--- config.mk ---
export PLATFORM = sky130hd
export DESIGN_NAME = dmem_arbiter
export DESIGN_NICKNAME = d
export VERILOG_FILES = /design/src/rtl/dmem_arbiter.sv
export SDC_FILE = /design/constraint.sdc
export NUM_CORES = 1
export LEC_CHECK = 0
export CAP_MARGIN = 10
export CORE_MARGIN = 2
export CORE_UTILIZATION = 25
export DETAILED_ROUTE_END_ITERATION = 10
export HOLD_SLACK_MARGIN = 0.08
export PLACE_DENSITY = 0.55
export SETUP_SLACK_MARGIN = 0.1
export SYNTH_ARGS = -nofsm -noshare
export SYNTH_HDL_FRONTEND = slang
export SYNTH_SLANG_ARGS = --single-unit
export TNS_END_PERCENT = 20
--- constraint.sdc ---
create_clock -name clk_i -period 2.1 [get_ports clk_i]
set_clock_uncertainty 0.2 [all_clocks]
set_input_delay 0.525 -clock clk_i [delete_from_list [all_inputs] [get_ports clk_i]]
set_output_delay 0.525 -clock clk_i [all_outputs]
set_load 0.005 [all_outputs]
--- src/rtl/dmem_arbiter.sv ---
// Two-port arbiter in front of the single-ported data memory: round-robin grant,
// per-port registered response, atomic lock, and alignment/mode rejection.
module dmem_arbiter #(
    parameter int DMEM_DATA_WIDTH = 32,
    parameter int DMEM_ADDR_WIDTH = 4
) (
    input  logic                       clk_i,
    input  logic                       rst_ni,

    input  logic                       req0_valid_i,
    output logic                       req0_ready_o,
    input  logic                       req0_we_i,
    input  logic [1:0]                 req0_mode_i,
    input  logic                       req0_lock_i,
    input  logic [DMEM_ADDR_WIDTH-1:0] req0_addr_i,
    input  logic [DMEM_DATA_WIDTH-1:0] req0_wdata_i,
    output logic                       rsp0_valid_o,
    input  logic                       rsp0_ready_i,
    output logic                       rsp0_err_o,
    output logic [DMEM_DATA_WIDTH-1:0] rsp0_rdata_o,

    input  logic                       req1_valid_i,
    output logic                       req1_ready_o,
    input  logic                       req1_we_i,
    input  logic [1:0]                 req1_mode_i,
    input  logic                       req1_lock_i,
    input  logic [DMEM_ADDR_WIDTH-1:0] req1_addr_i,
    input  logic [DMEM_DATA_WIDTH-1:0] req1_wdata_i,
    output logic                       rsp1_valid_o,
    input  logic                       rsp1_ready_i,
    output logic                       rsp1_err_o,
    output logic [DMEM_DATA_WIDTH-1:0] rsp1_rdata_o,

    output logic                       mem_wr_en_o,
    output logic [1:0]                 mem_rw_mode_o,
    output logic [DMEM_ADDR_WIDTH-1:0] mem_addr_o,
    output logic [DMEM_DATA_WIDTH-1:0] mem_w_data_o,
    input  logic [DMEM_DATA_WIDTH-1:0] mem_r_data_i
);
    localparam int DW = DMEM_DATA_WIDTH;
    localparam int AW = DMEM_ADDR_WIDTH;

    typedef enum logic [1:0] {
        UNLOCKED = 2'd0,
        LOCKED0  = 2'd1,
        LOCKED1  = 2'd2
    } lock_state_e;

    logic [1:0]         req_valid, req_we, req_lock, rsp_ready;
    logic [1:0][1:0]    req_mode;
    logic [1:0][AW-1:0] req_addr;
    logic [1:0][DW-1:0] req_wdata;

    assign req_valid = {req1_valid_i, req0_valid_i};
    assign req_we    = {req1_we_i,    req0_we_i};
    assign req_lock  = {req1_lock_i,  req0_lock_i};
    assign rsp_ready = {rsp1_ready_i, rsp0_ready_i};
    assign req_mode  = {req1_mode_i,  req0_mode_i};
    assign req_addr  = {req1_addr_i,  req0_addr_i};
    assign req_wdata = {req1_wdata_i, req0_wdata_i};

    lock_state_e        lock_q, lock_d;
    logic               last_q, last_d;
    logic [1:0]         rsp_valid_q, rsp_valid_d;
    logic [1:0]         rsp_err_q, rsp_err_d;
    logic [1:0][DW-1:0] rsp_rdata_q, rsp_rdata_d;
    logic [1:0]         mem_mode_q, mem_mode_d;
    logic [AW-1:0]      mem_addr_q, mem_addr_d;
    logic [DW-1:0]      mem_wdata_q, mem_wdata_d;

    logic [1:0]    elig, grant;
    logic          any_grant, gsel;
    logic          g_we, g_lock, g_err;
    logic [1:0]    g_mode;
    logic [AW-1:0] g_addr;
    logic [DW-1:0] g_wdata;

    // Nothing is granted while reset is asserted, so no write can start then.
    always_comb begin
        elig[0]   = rst_ni & req_valid[0] & (~rsp_valid_q[0] | rsp_ready[0]) & (lock_q != LOCKED1);
        elig[1]   = rst_ni & req_valid[1] & (~rsp_valid_q[1] | rsp_ready[1]) & (lock_q != LOCKED0);
        any_grant = |elig;
        gsel      = (elig == 2'b11) ? ~last_q : elig[1];
        grant     = 2'b00;
        if (any_grant) begin
            grant = gsel ? 2'b10 : 2'b01;
        end
    end

    assign g_we    = req_we[gsel];
    assign g_lock  = req_lock[gsel];
    assign g_mode  = req_mode[gsel];
    assign g_addr  = req_addr[gsel];
    assign g_wdata = req_wdata[gsel];

    assign g_err = (g_mode == 2'b11)
                 | ((g_mode == 2'b01) & g_addr[0])
                 | ((g_mode == 2'b00) & (g_addr[1:0] != 2'b00));

    assign mem_mode_d  = any_grant ? g_mode  : mem_mode_q;
    assign mem_addr_d  = any_grant ? g_addr  : mem_addr_q;
    assign mem_wdata_d = any_grant ? g_wdata : mem_wdata_q;

    assign mem_wr_en_o   = any_grant & g_we & ~g_err;
    assign mem_rw_mode_o = mem_mode_d;
    assign mem_addr_o    = mem_addr_d;
    assign mem_w_data_o  = mem_wdata_d;

    always_comb begin
        lock_d = lock_q;
        last_d = last_q;
        if (any_grant) begin
            last_d = gsel;
        end
        if (any_grant && !g_err) begin
            case (lock_q)
                UNLOCKED: if (g_lock)           lock_d = gsel ? LOCKED1 : LOCKED0;
                LOCKED0:  if (!gsel && !g_lock) lock_d = UNLOCKED;
                LOCKED1:  if (gsel && !g_lock)  lock_d = UNLOCKED;
                default:                        lock_d = UNLOCKED;
            endcase
        end
    end

    // A new grant reloads the slot even if the old response drains on the same edge.
    always_comb begin
        rsp_valid_d = rsp_valid_q;
        rsp_err_d   = rsp_err_q;
        rsp_rdata_d = rsp_rdata_q;
        for (int p = 0; p < 2; p++) begin
            if (grant[p]) begin
                rsp_valid_d[p] = 1'b1;
                rsp_err_d[p]   = g_err;
                rsp_rdata_d[p] = (g_we || g_err) ? '0 : mem_r_data_i;
            end else if (rsp_ready[p]) begin
                rsp_valid_d[p] = 1'b0;
                rsp_err_d[p]   = 1'b0;
                rsp_rdata_d[p] = '0;
            end
        end
    end

    always_ff @(posedge clk_i or negedge rst_ni) begin
        if (!rst_ni) begin
            lock_q      <= UNLOCKED;
            last_q      <= 1'b1;
            rsp_valid_q <= '0;
            rsp_err_q   <= '0;
            rsp_rdata_q <= '0;
            mem_mode_q  <= '0;
            mem_addr_q  <= '0;
            mem_wdata_q <= '0;
        end else begin
            lock_q      <= lock_d;
            last_q      <= last_d;
            rsp_valid_q <= rsp_valid_d;
            rsp_err_q   <= rsp_err_d;
            rsp_rdata_q <= rsp_rdata_d;
            mem_mode_q  <= mem_mode_d;
            mem_addr_q  <= mem_addr_d;
            mem_wdata_q <= mem_wdata_d;
        end
    end

    assign req0_ready_o = grant[0];
    assign req1_ready_o = grant[1];
    assign rsp0_valid_o = rsp_valid_q[0];
    assign rsp1_valid_o = rsp_valid_q[1];
    assign rsp0_err_o   = rsp_err_q[0];
    assign rsp1_err_o   = rsp_err_q[1];
    assign rsp0_rdata_o = rsp_rdata_q[0];
    assign rsp1_rdata_o = rsp_rdata_q[1];

endmodule
**Word level (Yosys, flattened, before mapping)**

Cells that the tools add are included.

- Add/subtract/negate cells: 0
- Multipliers: 0
- Div/mod/pow operators: 0
- Order comparisons: 1
- Equality and inequality tests: 10
- Shifts and indexed selects: 0
- Multiplexer cells: 31
- Bitwise operators: 18
- Reductions and logical operators: 14

Operators with widths:

| cell | count |
|---|---|
| $mux 32 | 8 |
| $mux 2 | 8 |
| $mux 4 | 3 |
| $mux 1 | 11 |
| $and 1x1->1 | 10 |
| $ne 2x2->1 const B | 4 |
| $eq 2x2->1 const B | 3 |
| $pmux 2 s3 | 1 |
| $reduce_bool 2->1 | 3 |
| $eq 2x1->1 const B | 2 |
| $logic_not 2->1 | 2 |
| $not 1->1 | 4 |
| $or 1x1->1 | 4 |
| $reduce_and 4->1 | 1 |
| $logic_and 1x1->1 | 3 |
| $logic_not 1->1 | 3 |
| $lt 1x2->1 const B | 1 |
| $ne 2x1->1 const B | 1 |
| $reduce_or 2->1 | 1 |
| $logic_or 1x1->1 | 1 |

- Flip-flop bits (word level): 109
- Bits in latches: 0
- Memory bits (writable): 0
- Memory bits (read-only): 0
- Input bits: 118
- Output and inout port bits: 109
- Logic and storage cells: 85
- Memories: 0

**Longest topological paths before layout**

- Word-level depth: 15
- Gate-level depth with buffers: 8
- Depth with buffers taken out: 6

**Least setup slack after synthesis**

No wires, ideal clock.

- Path kind: input to output
- From: input rsp1_ready_i
- To: output mem_w_data_o[10]
- Data arrival time: 1.632 ns
- Data required time: 1.375 ns
- Slack: -0.257 ns
- Stages: 7
- Path buffers: 2
- Cell sequence: nand2b_1 > o2111ai_1 > o21ai_2 > buf_2 > buf_2 > o22ai_1 > nor2_1

- Word-level cells in the longest chain between the ends: 8
- Elaborated cells on any way between the ends: 9
- Classes of those cells: 1 x eq/ne; 4 x mux; 3 x bitwise; 1 x reduce/logical

Ends and longest elaborated chain:

| item | RTL line | RTL |
|---|---|---|
| start, declared | 30 | `input logic rsp1_ready_i,` |
| $or 1x1->1 (*) | 81 | `elig[1] = rst_ni & req_valid[1] & (~rsp_valid_q[1] \| rsp_ready[1]) & (lock_q != LOCKED0);` |
| $and 1x1->1 (*) (2 in a row) | 81 |  |
| $eq 2x2->1 | 83 | `gsel = (elig == 2'b11) ? ~last_q : elig[1];` |
| $mux 1 | 83 |  |
| $mux 32 (not written as such) (2 in a row) | 94 | `assign g_wdata = req_wdata[gsel];` |
| $mux 32 (*) | 102 | `assign mem_wdata_d = any_grant ? g_wdata : mem_wdata_q;` |
| end, declared | 37 | `output logic [DMEM_DATA_WIDTH-1:0] mem_w_data_o,` |

Every way passes the cells marked *; elsewhere a longest branch is shown, timed or not. The select of a mux whose other input is x is not followed.

**Worst setup path in the final report**

- From: register lock_q[1]
- To: output mem_w_data_o[15]

- Word-level cells in the longest chain between the ends: 7
- Elaborated cells on any way between the ends: 10
- Classes of those cells: 3 x eq/ne; 4 x mux; 2 x bitwise; 1 x reduce/logical

Ends and longest elaborated chain:

| item | RTL line | RTL |
|---|---|---|
| start, declared | 62 | `lock_state_e lock_q, lock_d;` |
| start signal, assigned | 154 | `lock_q <= lock_d;` |
| $ne 2x2->1 or $ne 2x1->1 (tied branches) | 80, 81 |  |
| $and 1x1->1, on equally long branches | 80, 81 |  |
| $eq 2x2->1 | 83 |  |
| $mux 1 | 83 |  |
| $mux 32 (not written as such) (2 in a row) | 94 |  |
| $mux 32 (*) | 102 |  |

Marked as above.

==> flow_summary.toml <==
[sta]
min_period_over_period = 1.32
hold_viol = 0
worstMarginPinSlew_ps = 774
layout_min_cycle_time_ps = 2780
timing.final.ws_setup_ps = -676
rsz0062_at_grt = "yes"
slew_headroom = 0.484
final-setup-viol-count = 104
slew_violations = 0
max_freq_mhz = 360

[routing]
via_count = 4202
avgViaCountPerCell = 4.69
drc = 0
routed_wl_um = 16800
drtAntennaViolNets = 0
avgRoutedWirePerCell_um = 18.7
drt_iter0_markers = 96
drt_pass1_iterations = 4

[cells_and_area]
antenna_cells = 0
postLayoutCoreUtil = 0.503
final_cell_mix = "clkdlybuf4s50_1 (176), dfrtp_1 (108), buf_4 (74)"
syn_to_final_growth_pct = 96.7
drive_gt1_frac = 0.340
fin_nets = 789
final_common_cell = "clkdlybuf4s50_1"

[placed_design]
dp_hpwl_um = 10500
portBuffers = 226
globalplace.congestion = 0.797

[clock_tree]
cts.sinks = 109
path_clk_slew_ps = 80
htreeDepth = 3
cts_tree = "yes"
clk_path_buf_depth = 2
clk_latency_ps = 340
cts_buffers = 9
root_buffer = "clkbuf_16"

[floorplanning]
io_pins = 227
fp-row-count = 47
die-area_um2 = 18000
die_h_um = 134
core_area_um2 = 16600
start_util = 0.256
die_w_um = 134

[synthesis]
synth_area_leaders = "dfrtp_1 (64%), a22o_1 (13%), nor2_1 (6.5%)"
ys_ff_latch = 109
synth_warnings = 0
synthesis.area_um2 = 4240
synthesis.nets = 471
synth_top_cell_area_share = 0.638
avgSynthCellArea_um2 = 12.0
netlist_instances = 353
synth_cell_types = 30
yosysTopAreaCell = "dfrtp_1"
yosysSeqAreaShare = 0.644

[power]
p_per_area_nw_per_um2 = 972
leakage_nw = 3.69
p_total_w = 0.00810
vdd_ir_drop_max_uv = 511

[setup_path]
cp.arrival_ps = 2050
cp_max_fo = 6
worstSetupPathType = "reg -> out"
cp-end-kind = "output port"
start_kind = "flop"
cp_data_required_time_ps = 1370

[grt]
grt_max_degree = 62
grt_pass1_vias = 4393
grt_usage = 0.178
grt_first_pass_wirelength_um = 24900
overflow = 0
antenna_found_initial = 0

[flow_run]
cap_viol_max_count = 0

[run_status]
status = "complete, but fails checks"
violations = "negative setup slack"

[worst_hold_path]
min_path_type = "in -> async"
critical path, stage by stage, from the launching register on:
cell and delay [ps]:
dfrtp_1 410, inv_2 50, o2111a_2 270, buf_6 130, o21ai_4 110, buf_6 170, clkbuf_16 140, o22ai_1 70
nor2_1 180, buf_2 160
power breakdown:
part	switching, W	internal [W]	total (W)	leakage, nW
Sequential	0.000230	0.00257	0.00280	1.39
Combinational	0.00145	0.00205	0.00349	2.14
Clock	0.000807	0.00101	0.00181	0.154
cell families (layout without fill, tap and decap cells):
family                 after synthesis  count (layout)  synth area share
AO/OA/AOI/OAI                      114             114             0.212
flip-flops                         109             109             0.644
buffers and inverters               32             355            0.0422
AND/OR/NAND/NOR                     94              94            0.0927
multiplexers                         4               4           0.00974
flip-flops by register name, summed over array words and instances, names as in the netlist:
name	flops
rsp_err_q	2
mem_addr_q	4
lock_q	2
mem_mode_q	2
rsp0_rdata_o	32
rsp1_rdata_o	32
last_q	1
rsp_valid_q	2
mem_wdata_q	32
Yosys cell counts:
library cell,count
nand2b_1,3
o21ai_1,1
nor3b_2,1
o21ai_2,1
mux2i_1,3
a22oi_2,1
a21oi_1,1
nor2_1,73
a22o_1,64
o2111a_1,1
a21o_1,3
clkbuf_1,5
buf_4,2
nor2_2,1
nor3b_4,1
nand3b_1,1
a211oi_1,2
inv_1,5
nand3_1,2
o2111ai_1,1
dfstp_2,1
o22ai_1,34
buf_2,15
dfrtp_1,108
inv_4,1
nand2_1,12
mux2_2,1
buf_6,4
a31oi_1,4
a2bb2o_1,1
per-layer routing:
metal | part of all wire | GRT usage
met4 | 0.014 | 0.0544
met2 | 0.49 | 0.293
met1 | 0.42 | 0.222
met3 | 0.078 | 0.0578
met5 | 0 | 0
metrics by stage:
| stage | hold slack (ps) | instance area (µm²) | instances | setup slack (ps) | setup TNS, ps |
|---|---|---|---|---|---|
| floorplan | 29.4 | 4460 | 353 | -92.2 | -3090 |
| global placement | 278 | 7340 | 838 | -1310 | -100590 |
| detailed placement | 290 | 7340 | 838 | -1320 | -102230 |
| CTS | 102 | 8080 | 882 | -962 | -27850 |
| global route | 124 | 8340 | 896 | -782 | -39290 |
| finish | 87.8 | 8340 | 896 | -676 | -30680 |
cell type report:
cell class                      instances  area [µm²]
Inverter                                6        30.0
Clock inverter                          5        66.3
Fill cell                            1468        8250
Timing Repair Buffer                  333        3200
Tap cell                              220         275
Clock buffer                           11         253
Sequential cell                       109        2730
Multi-Input combinational cell        212        1790
worst paths after layout:
check	from	endpoint	slack [ps]	cells after the start
setup reg to reg	rsp_valid_q[1]$_DFFE_PN0P_	rsp1_rdata_o[15]$_DFFE_PN0P_	-130	9
max in group asynchronous	rst_ni	rsp1_rdata_o[31]$_DFFE_PN0P_	460	3
hold reg to reg	rsp0_rdata_o[25]$_DFFE_PN0P_	rsp0_rdata_o[25]$_DFFE_PN0P_	310	1
setup / recovery	lock_q[1]$_DFFE_PN0P_	mem_w_data_o[15]	-680	9
hold / removal	rst_ni	mem_wdata_q[10]$_DFF_PN0_	90	2
min in group clk_i	rsp0_rdata_o[25]$_DFFE_PN0P_	rsp0_rdata_o[25]$_DFFE_PN0P_	310	1
what timing repair did:
item	4_1_cts	5_1_grt
pin swaps	45	28
gates resized for setup	146	91
buffers inserted	22	15
gates cloned	5	2
endpoints found under the setup margin	138	128
hold buffers	1	0
hold endpoints to repair	12	0
(Power assumes the default switching activity.)
